### src/rtl/counter_pkg.sv
// Shared FSM encoding and seven-segment direction glyphs for the counter sequencer.
package counter_pkg;

  typedef enum logic [1:0] {
    IDLE  = 2'd0,
    RUN   = 2'd1,
    PAUSE = 2'd2
  } state_t;

  // Active-low segments, {g,f,e,d,c,b,a}
  localparam logic [6:0] SEG_UP = 7'b1000001;
  localparam logic [6:0] SEG_DN = 7'b0100001;

endpackage

### src/rtl/counter_core.sv
// WIDTH-bit synchronous up/down counter with clear; updates on the edge where en is high.
// No latency beyond the register and no backpressure; clear has priority over enable.
module counter_core #(
  parameter int WIDTH = 4
) (
  input  logic             clk,
  input  logic             rst,
  input  logic             clr,
  input  logic             en,
  input  logic             up,
  output logic [WIDTH-1:0] count
);

  always_ff @(posedge clk) begin
    if (rst || clr) begin
      count <= '0;
    end else if (en) begin
      count <= up ? count + 1'b1 : count - 1'b1;
    end
  end

endmodule

### src/rtl/counter_sequencer.sv
// Start/stop/pause sequencer stepping a counter every PRESCALE clocks; outputs registered, no backpressure.
// AUTO_REVERSE_EN selects ping-pong counting that bounces at 0 and 2^WIDTH-1 instead of wrapping.
module counter_sequencer
  import counter_pkg::*;
#(
  parameter int WIDTH    = 4,
  parameter int PRESCALE = 4
) (
  input  logic             clk,
  input  logic             rst,
  input  logic             start,
  input  logic             stop,
  input  logic             dir_sw,
  output logic [WIDTH-1:0] count,
  output logic             dir,
  output logic             busy,
  output logic             wrap,
  output logic [6:0]       seg,
  output logic             dp
);

  localparam logic [7:0]       PS_TERM = 8'(PRESCALE - 1);
  localparam logic [WIDTH-1:0] CNT_MAX = '1;

  state_t     state;
  logic [7:0] presc;
  logic       go;
  logic       step;
  logic       clr;
  logic       core_up;
  logic       step_wrap;
  logic       dir_nxt;

  assign go   = start && !stop;
  // A stop on the terminal prescaler cycle drops that step.
  assign step = (state == RUN) && !stop && (presc == PS_TERM);
  assign clr  = (state == IDLE) || ((state == PAUSE) && stop);
  assign dp   = 1'b1;

`ifdef AUTO_REVERSE_EN
  logic eff_up;
  logic reach_top;
  logic reach_bot;

  // Never step outward from a boundary, so count cannot wrap even if started pointing out.
  always_comb begin
    eff_up = dir;
    if (count == '0 && !dir) eff_up = 1'b1;
    if (count == CNT_MAX && dir) eff_up = 1'b0;
  end

  assign reach_top = eff_up && (count == CNT_MAX - 1'b1);
  assign reach_bot = !eff_up && (count == WIDTH'(1));
  assign core_up   = eff_up;
  assign step_wrap = step && (reach_top || reach_bot);

  always_comb begin
    dir_nxt = dir;
    if (state == IDLE) begin
      if (go) dir_nxt = dir_sw;
    end else if (step) begin
      dir_nxt = reach_top ? 1'b0 : (reach_bot ? 1'b1 : eff_up);
    end
  end
`else
  assign core_up   = dir;
  assign step_wrap = step && (dir ? (count == CNT_MAX) : (count == '0));

  always_comb begin
    dir_nxt = dir;
    if (state == IDLE) begin
      if (go) dir_nxt = dir_sw;
    end else begin
      dir_nxt = dir_sw;
    end
  end
`endif

  always_ff @(posedge clk) begin
    if (rst) begin
      state <= IDLE;
      presc <= '0;
      dir   <= 1'b1;
      busy  <= 1'b0;
      wrap  <= 1'b0;
      seg   <= SEG_UP;
    end else begin
      wrap <= 1'b0;
      dir  <= dir_nxt;
      seg  <= dir_nxt ? SEG_UP : SEG_DN;
      case (state)
        IDLE: begin
          if (go) begin
            state <= RUN;
            busy  <= 1'b1;
            presc <= '0;
          end
        end
        RUN: begin
          if (stop) begin
            state <= PAUSE;
            busy  <= 1'b0;
          end else begin
            presc <= (presc == PS_TERM) ? 8'd0 : presc + 8'd1;
            wrap  <= step_wrap;
          end
        end
        PAUSE: begin
          if (stop) begin
            state <= IDLE;
          end else if (start) begin
            state <= RUN;
            busy  <= 1'b1;
            presc <= '0;
          end
        end
        default: begin
          state <= IDLE;
          busy  <= 1'b0;
        end
      endcase
    end
  end

  counter_core #(.WIDTH(WIDTH)) u_core (
    .clk   (clk),
    .rst   (rst),
    .clr   (clr),
    .en    (step),
    .up    (core_up),
    .count (count)
  );

endmodule
### config.mk
export PLATFORM = sky130hd
export DESIGN_NAME = counter_sequencer
export DESIGN_NICKNAME = d
export VERILOG_FILES = /design/src/rtl/counter_pkg.sv /design/src/rtl/counter_core.sv /design/src/rtl/counter_sequencer.sv
export SDC_FILE = /design/constraint.sdc
export NUM_CORES = 1
export LEC_CHECK = 0
export BUFFER_PORTS_ARGS = -buffer_cell sky130_fd_sc_hd__buf_2
export CAP_MARGIN = 20
export CORE_MARGIN = 3
export CORE_UTILIZATION = 45
export DETAILED_ROUTE_END_ITERATION = 8
export GPL_ROUTABILITY_DRIVEN = 0
export PLACE_DENSITY_LB_ADDON = 0.08
export SYNTH_ARGS = -nofsm -noshare
export SYNTH_HDL_FRONTEND = slang
export SYNTH_SLANG_ARGS = --single-unit
### constraint.sdc
create_clock -name clk -period 1.6 [get_ports clk]
set_input_delay 0 -clock clk [delete_from_list [all_inputs] [get_ports clk]]
set_output_delay 0 -clock clk [all_outputs]
set_load 0.05 [all_outputs]
## Word-level counts from Yosys, hierarchy flattened

Index checks and enable logic that the tools add are counted.

- Register bits after elaboration: 24
- Bits of input ports: 5

- Reductions and logical operators: 15
- Add/subtract/negate cells: 3
- Multiplexer cells: 21
- Bitwise logic cells: 1
- Eq/ne operators: 10

Operator list:

| kind | number |
|---|---|
| $mux 8 | 5 |
| $pmux 8 s3 | 1 |
| $ne 2x2->1 const B | 5 |
| $add 8x1->8 const B | 1 |
| $eq 8x2->1 const B | 1 |
| $mux 2 | 4 |
| $mux 1 | 7 |
| $mux 7 | 1 |
| $pmux 2 s3 | 1 |
| $logic_and 1x1->1 | 5 |
| $reduce_and 5->1 | 1 |
| $add 4x1->4 const B | 1 |
| $eq 4x4->1 const B | 1 |
| $logic_not 4->1 | 1 |
| $mux 4 | 1 |
| $reduce_and 4->1 | 1 |
| $sub 4x1->4 const B | 1 |
| $ne 3x3->1 const B | 1 |
| $pmux 1 s3 | 1 |
| $reduce_and 3->1 | 1 |
| $reduce_bool 3->1 | 1 |
| $reduce_or 3->1 | 1 |
| $eq 2x1->1 const B | 1 |
| $eq 2x2->1 const B | 1 |
| 4 further kinds | 5 |

## Depth between registers and ports, before layout

Gate-level depths: netlist of run 1.

- Word-level depth: 5
- Depth in mapped cells: 6
- Gate-level depth less buffers: 6

## Hierarchy

From an unflattened synthesis of run 1, not the netlist that was laid out.

- Cells, all modules: 117
- Area total of the unflattened synthesis: 988.4 µm²

By module, submodules not included:

| module | cells each | area an instance (µm²) | times used | seq. area each (µm²) |
|---|---|---|---|---|
| counter_sequencer | 92 | 748.2 | 1 | 280.3 |
| counter_core | 25 | 240.2 | 1 | 80.1 |

## Least setup slack after synthesis of run 1

Ideal clock, no wire load.

- Path type: register -> register
- From: register, netlist name seg[6]
- To: register u_core.count[3]
- Data required time: 1.521 ns
- Stages on the path, launching flop included: 7
- Slack: -0.541 ns
- Period minus slack after synthesis: 2.141 ns
- Arrival: 2.061 ns
- Cell sequence: dfxtp_1 > inv_1 > ha_1 > nand3_1 > and2_1 > or4_1 > o211ai_1

RTL lines:

| item | line | source |
|---|---|---|
| end signal, assigned | counter_core.sv:18 | `count <= up ? count + 1'b1 : count - 1'b1;` |
| end, declared | counter_core.sv:11 | `output logic [WIDTH-1:0] count` |

## Worst setup path in the final report of run 1

- From: register presc[0]
- To: register u_core.count[3]

- Word-level cells in the longest chain between the ends: 2

Ends and longest elaborated chain:

| item | line | source |
|---|---|---|
| start, declared | counter_sequencer.sv:26 | `logic [7:0] presc;` |
| start signal, assigned | counter_sequencer.sv:104 | `presc <= (presc == PS_TERM) ? 8'd0 : presc + 8'd1;` |
| $eq 8x2->1 | counter_sequencer.sv:36 | `assign step = (state == RUN) && !stop && (presc == PS_TERM);` |
| $logic_and 1x1->1 | counter_sequencer.sv:36 |  |

Every way passes these cells.
A chain may end at the register's enable or synchronous reset.

==> results of run 1 <==
[final cells by class]
type / count / area share, %
timing repair buffer: 25 / 12.2
sequential: 18 / 29.1
tap: 28 / 2.68
multi-input combinational: 93 / 52.6
clock buffer: 4 / 2.01
inverter: 4 / 1.34
[power by group through the flow]
stage	combinational, mW	sequential (mW)	clock [mW]
after floorplan	0.105	0.493	0
final	0.148	0.459	0.239
after global placement	0.143	0.473	0
after detailed placement	0.143	0.474	0
after global routing	0.161	0.461	0.268
after CTS	0.148	0.462	0.245
[worst max path at each step]
stage | to | from | cells past startpoint | slack (ns)
after global placement | presc[7] | presc[2] | 4 | 0.06
after floorplan | u_core.count[3] | seg[6] | 6 | -0.02
after global routing | u_core.count[3] | presc[0] | 5 | -0.06
after detailed placement | presc[7] | presc[2] | 4 | 0.005
final | u_core.count[3] | presc[0] | 5 | 0.01
after CTS | u_core.count[3] | presc[1] | 5 | 0.003
[cells by family after synthesis]
logic type	count (synthesis)
AND/OR/NAND/NOR	49
AO/OA/AOI/OAI	28
flip-flops	18
buffers and inverters	14
adder cells (fa/ha/maj)	4
multiplexers	4
other	2
XOR/XNOR	2
[state kept, by name, summed over array words and instances (netlist names)]
register and count:
wrap 1, busy 1, seg 2, state 2
presc 8, u_core.count 4
[timing repair]
action,4_1_cts,5_1_grt
endpoints found under the setup margin,2,2
setup buffers,0,2
pin swaps,0,2
resized for setup,2,5
hold buffers,2,0
endpoints found under the hold margin,2,0
[metrics by stage]
step | total power [mW] | hold slack [ns]
after detailed placement | 0.617 | 0.246
after global placement | 0.616 | 0.231
after global routing | 0.889 | 0.0988
after floorplan | 0.599 | 0.142
after CTS | 0.855 | 0.0835
final | 0.846 | 0.0837
[worst max-delay path, delay by kind of cell (launching register included)]
| kind | cells | cell delay [ns] |
|---|---|---|
| AOI/OAI and AO/OA | 1 | 0.08 |
| adders and majority gates | 1 | 0.15 |
| DFF | 1 | 0.39 |
| and+or+nand+nor | 3 | 0.90 |
[Yosys cell counts (2+ instances only)]
cell / instances
sky130_fd_sc_hd__nand3_1: 5
sky130_fd_sc_hd__a31oi_1: 4
sky130_fd_sc_hd__a211oi_1: 3
sky130_fd_sc_hd__nand3b_1: 3
sky130_fd_sc_hd__a22oi_1: 2
sky130_fd_sc_hd__xor2_1: 2
sky130_fd_sc_hd__or3_1: 2
sky130_fd_sc_hd__ha_1: 3
sky130_fd_sc_hd__conb_1: 2
sky130_fd_sc_hd__nand2_1: 5
sky130_fd_sc_hd__nor4_1: 2
sky130_fd_sc_hd__or3b_1: 2
sky130_fd_sc_hd__mux2i_1: 4
sky130_fd_sc_hd__a221oi_1: 2
sky130_fd_sc_hd__o21ai_1: 2
sky130_fd_sc_hd__nand2b_1: 5
sky130_fd_sc_hd__o21ai_0: 2
sky130_fd_sc_hd__buf_4: 7
sky130_fd_sc_hd__nor3_1: 5
sky130_fd_sc_hd__clkbuf_1: 2
sky130_fd_sc_hd__dfxtp_1: 18
sky130_fd_sc_hd__nor2_1: 9
sky130_fd_sc_hd__inv_1: 2
sky130_fd_sc_hd__a21oi_1: 8
[routing by layer]
layer,share of wire [%],track usage (%),vias up
met1,45,19.3,435
met5,0,0,-
met4,0.92,6.22,0
li1,-,-,478
met2,51,30.1,16
met3,3.3,2.45,2
==> results.toml, run 1 <==
[detailed_routing]
avgViaCountPerCell = 5.41
detail_route.first_pass.iterations = 4
initialDrtViolationCount = 4
num_vias = 931
wire_per_inst_um = 12.7
postRouteWirelength_um = 2180
postRouteAntennaNets = 0
drc_errors = 0

[synth]
post_synth_adder_cell_area_pct = 5.37
syn_avg_cell_area_um2 = 8.85
synthesis.instances = 121
muxShareOfSynthArea_pct = 3.74
largest_area_contributor_in_the_netlist = "sky130_fd_sc_hd__dfxtp_1"
synth_top_area_share_pct = 33.6
simple_gate_share_of_the_synthesized_area_pct = 29.2
post_synthesis_cell_area_um2 = 1070
synth_ff_type = "sky130_fd_sc_hd__dfxtp_1"
synth-edff-count = 0
ys_seq_elements = 18
yosysWarnings = 0
synthXorXnorAreaFrac_pct = 1.64
main_combinational_cell_family_by_area_after_synthesis = "simple AND/OR/NAND/NOR gates"
yosys.cell_types.count = 44
postSynth.asyncResetShare_pct = 0
ys_seq_area_share_pct = 33.6
synth_compound_area_share_pct = 17.6
netlist_top_cells_area = "sky130_fd_sc_hd__dfxtp_1 34%, sky130_fd_sc_hd__buf_4 4.9%, sky130_fd_sc_hd__a21oi_1 3.7%"

[sta]
timing.final.max_slew_violations = 0
final_critical_path_setup_slack_ns = 0.0119
fin_tns_setup_ns = 0
finalSetupViolations = 0
fmaxAchievable_ghz = 0.630
post-route-min-period_ns = 1.59
finalCritPeriodShare_pct = 99.3
skew_ns = 0.0122
timing.final.hold_violations = 0
rsz0062_at_grt = "yes"

[floorplan]
chipWidth_um = 54.8
die_area_um2 = 3000
boundaryPins = 20
initial_core_util_pct = 48.0
core.rowCount = 17
placeableCoreArea_um2 = 2230
die_height_um = 54.8

[clocking]
numCtsBuffers = 3
cts.sink_count = 18
clock_tree.root_cell = "sky130_fd_sc_hd__clkbuf_4"
cts_tree = "done"
h_tree_depth = 1
clk_path_buf_depth = 2
clk_pin_slew_worst_paths_ns = 0.11
clkLatencyLatePin_ns = 0.30

[pwr]
comb_power_share_pct = 17.5
power_frac_seq_pct = 54.2
max-vdd-ir-drop_mv = 0.502
cellLeakagePower_nw = 0.497
areal_power_density_over_the_cells_nw_per_um2 = 647
switching_power_uw = 256
netSwitchingFraction_pct = 30.2
clkPwrFrac_pct = 28.3
p_int_uw = 590

[setup_path]
worst_ep_required_time_ns = 1.83
cp.arrival_ns = 1.82
worst-path-max-fanout = 4
worstRegToRegCells = 5
worst_setup_path_start_kind = "flop"
crit_path_max_incr_delay_ns = 0.52
worst-setup-path-type = "reg2reg"
worstSetupEndpointType = "flop"
critical_path.slowest_cell = "sky130_fd_sc_hd__or4_4"
critical_path_cell_sequence = "ha_4 -> nor4b_4 -> nand3_4 -> or4_4 -> o211ai_1"
r2r-start = "presc[0]"
regToRegSetupSlack_ns = 0.01
endpoint_of_the_worst_register_to_register_path = "u_core.count[3]"

[global_route]
grt_max_degree = 23
grt_first_pass_wirelength_um = 3620
track_usage_pct = 16.6
first_global_vias = 864
initial_antenna_violation_count = 0
globalRoute.totalOverflow = 0

[finish]
layout.core_utilization_pct = 58.5
layout_common_cells = "13 x sky130_fd_sc_hd__buf_2, 10 x sky130_fd_sc_hd__dfxtp_1, 10 x sky130_fd_sc_hd__buf_4"
final_common_cell = "sky130_fd_sc_hd__buf_2"
fin_cells = 172
seqCellArea_um2 = 380
filler_cell_count = 199
antenna_diodes = 0
area_delta_synth_final_pct = 22.1
fin_area_um2 = 1310
finalNetCount = 154
post_route_cells_drive_above_1_share_pct = 33.3
multiInputGateArea_um2 = 688

[placement]
detailed_place_hpwl_um = 1620
pre_cts_ws_ns = 0.00502
port_buffers = 13
total_placed_instance_area_um2 = 1230
placed_cells = 164

[outcome]
status = "finished, final reports clean"

[flow_run]
maxCapViolations = 0

[worst_hold_path]
worst_hold_startpoint = "rst"
timing.hold.worst_path_depth = 2
hold-path-endpoint = "presc[1]"
path_class_of_the_lowest_slack_min_delay_path = "in2reg"
Note: power is estimated with default switching activity, not from simulation.
==> run 2: changes to the inputs <==
- CORE_ASPECT_RATIO: default -> 0.8
- GPL_ROUTABILITY_DRIVEN: 0 -> default
- clock period: 1.6 -> 1.5 ns (I/O delays scaled with it)
==> run 2 against run 1 <==
The run now ends with setup timing left. Sequential power rose by 6.3%. Global-route usage rose by 1.9 points. Sequential cell count did not move. Count of clock-buffer cells in the layout did not move. Die area rose by 0.12%. Hold slack got worse by 0.067 ns. Register-to-register slack got worse by 0.05 ns. Via count rose by 6.3%. Critical path type unchanged.
==> results.toml, run 2 (same netlist as run 1, synthesis figures left out) <==
[outcome]
status = "finished, violations left"
failed_checks = "setup timing"

[clocking]
clk_pin_slew_worst_paths_ns = 0.11
h_tree_depth = 1
clock_tree.root_cell = "sky130_fd_sc_hd__clkbuf_4"
clk_path_buf_depth = 2
cts_tree = "done"
numCtsBuffers = 3
clkLatencyLatePin_ns = 0.30
cts.sink_count = 18

[pwr]
power_frac_seq_pct = 50.3
cellLeakagePower_nw = 0.573
netSwitchingFraction_pct = 29.7
total_power_uw = 972
p_int_uw = 683
comb_power_share_pct = 18.0
switching_power_uw = 289
clkPwrFrac_pct = 31.8
max-vdd-ir-drop_mv = 0.432
areal_power_density_over_the_cells_nw_per_um2 = 677

[placement]
gp_congestion = 0.827
total_placed_instance_area_um2 = 1320
detailed_place_hpwl_um = 1910
port_buffers = 13
pre_cts_ws_ns = -0.0612

[detailed_routing]
num_vias = 990
drc_errors = 0
postRouteAntennaNets = 0
initialDrtViolationCount = 34
postRouteWirelength_um = 2560
avgViaCountPerCell = 5.44
wl_met3_um = 106
wire_per_inst_um = 14.0
wirelength_met1_um = 1340
highest_layer_used_for_signal_routing = "met4"
met2RoutedLength_um = 1100
detail_route.first_pass.iterations = 4

[finish]
finalNetCount = 167
antenna_diodes = 0
multiInputGateArea_um2 = 708
post_route_cells_drive_above_1_share_pct = 43.9
filler_cell_count = 194
fin_area_um2 = 1440
layout_top_registers = "presc (8), u_core.count (4)"
final_common_cell = "sky130_fd_sc_hd__buf_4"
layout_common_cells = "23 x sky130_fd_sc_hd__buf_4, 13 x sky130_fd_sc_hd__buf_2, 9 x sky130_fd_sc_hd__nor2_1"
largest_reg_flops = 8
largest-register = "presc"
seqCellArea_um2 = 384
area_delta_synth_final_pct = 34.0

[floorplan]
die_area_um2 = 3010
die_height_um = 49.6
placeableCoreArea_um2 = 2210
core.rowCount = 15
chipWidth_um = 60.5
initial_core_util_pct = 48.4
boundaryPins = 20

[global_route]
initial_antenna_violation_count = 0
first_global_vias = 917
globalRoute.totalOverflow = 0
grt_first_pass_wirelength_um = 4240
grt_max_degree = 13
track_usage_pct = 18.5

[sta]
timing.final.hold_violations = 0
final_critical_path_setup_slack_ns = -0.0381
fin_tns_setup_ns = -0.0381
finalSetupViolations = 1
fmaxAchievable_ghz = 0.650
rsz0062_at_grt = "yes"
skew_ns = 0.0121
hold_ws_ns = 0.0163
timing.final.max_slew_violations = 0
finalCritPeriodShare_pct = 103
post-route-min-period_ns = 1.54

[flow_run]
maxCapViolations = 0

[setup_path]
worstSetupEndpointType = "flop"
worst-setup-path-type = "reg2reg"
worst-path-max-fanout = 4
worst_ep_required_time_ns = 1.74
cp.arrival_ns = 1.78
worst_setup_path_start_kind = "flop"

[worst_hold_path]
path_class_of_the_lowest_slack_min_delay_path = "in2reg"
==> run 2: path summary, 6_finish.rpt <==
kind                               start               to  slack, ns  cells past startpoint
worst max-delay path            presc[1]  u_core.count[3]      -0.04                      5
worst min-delay path               start         state[1]       0.02                      3
worst max register to register  presc[1]  u_core.count[3]      -0.04                      5
worst min register to register  presc[4]         presc[5]       0.53                      2
==> run 2: metal layers <==
metal | vias to the layer above | global-route usage, %
met4 | 0 | 2.17
met1 | 465 | 27.3
met5 | - | 0
met2 | 19 | 26.4
li1 | 504 | -
met3 | 2 | 6.54
==> run 2: layout make-up <==
cell class	instances	area share (%)
inverters	4	1.22
clock buffers	4	2.53
flip-flops and latches	18	26.8
repair buffers	38	18.0
multi-input cells	93	49.3
well taps	25	2.18
==> run 2: timing repair <==
item,4_1_cts,5_1_grt
hold buffers,2,0
gates cloned,0,0
setup endpoints to repair,2,5
hold endpoints to repair,2,0
gates resized for setup,3,9
buffers inserted,2,1
pin swaps,0,2
==> run 2: power by group through the flow <==
stage,registers [mW],clock network (mW),logic [mW]
2_1_floorplan,0.527,0,0.113
3_3_place_gp,0.504,0,0.163
3_5_place_dp,0.504,0,0.165
4_1_cts,0.490,0.316,0.171
5_1_grt,0.490,0.342,0.187
6_report,0.488,0.309,0.174
==> run 2: worst max-delay path, stage by stage, from the launching register on <==
cell                       delay, ns
sky130_fd_sc_hd__dfxtp_4        0.38
sky130_fd_sc_hd__ha_4           0.13
sky130_fd_sc_hd__nor4b_4        0.26
sky130_fd_sc_hd__nand3_4        0.12
sky130_fd_sc_hd__or4_4          0.52
sky130_fd_sc_hd__o211ai_1       0.08
==> run 2: per-stage QoR <==
| stage | util [%] | instances |
|---|---|---|
| finish | 64.8 | 182 |
| global route | 64.8 | 182 |
| CTS | 63.1 | 181 |
| detailed placement | 59.6 | 173 |
| global placement | 59.6 | 173 |
| floorplan | - | 125 |
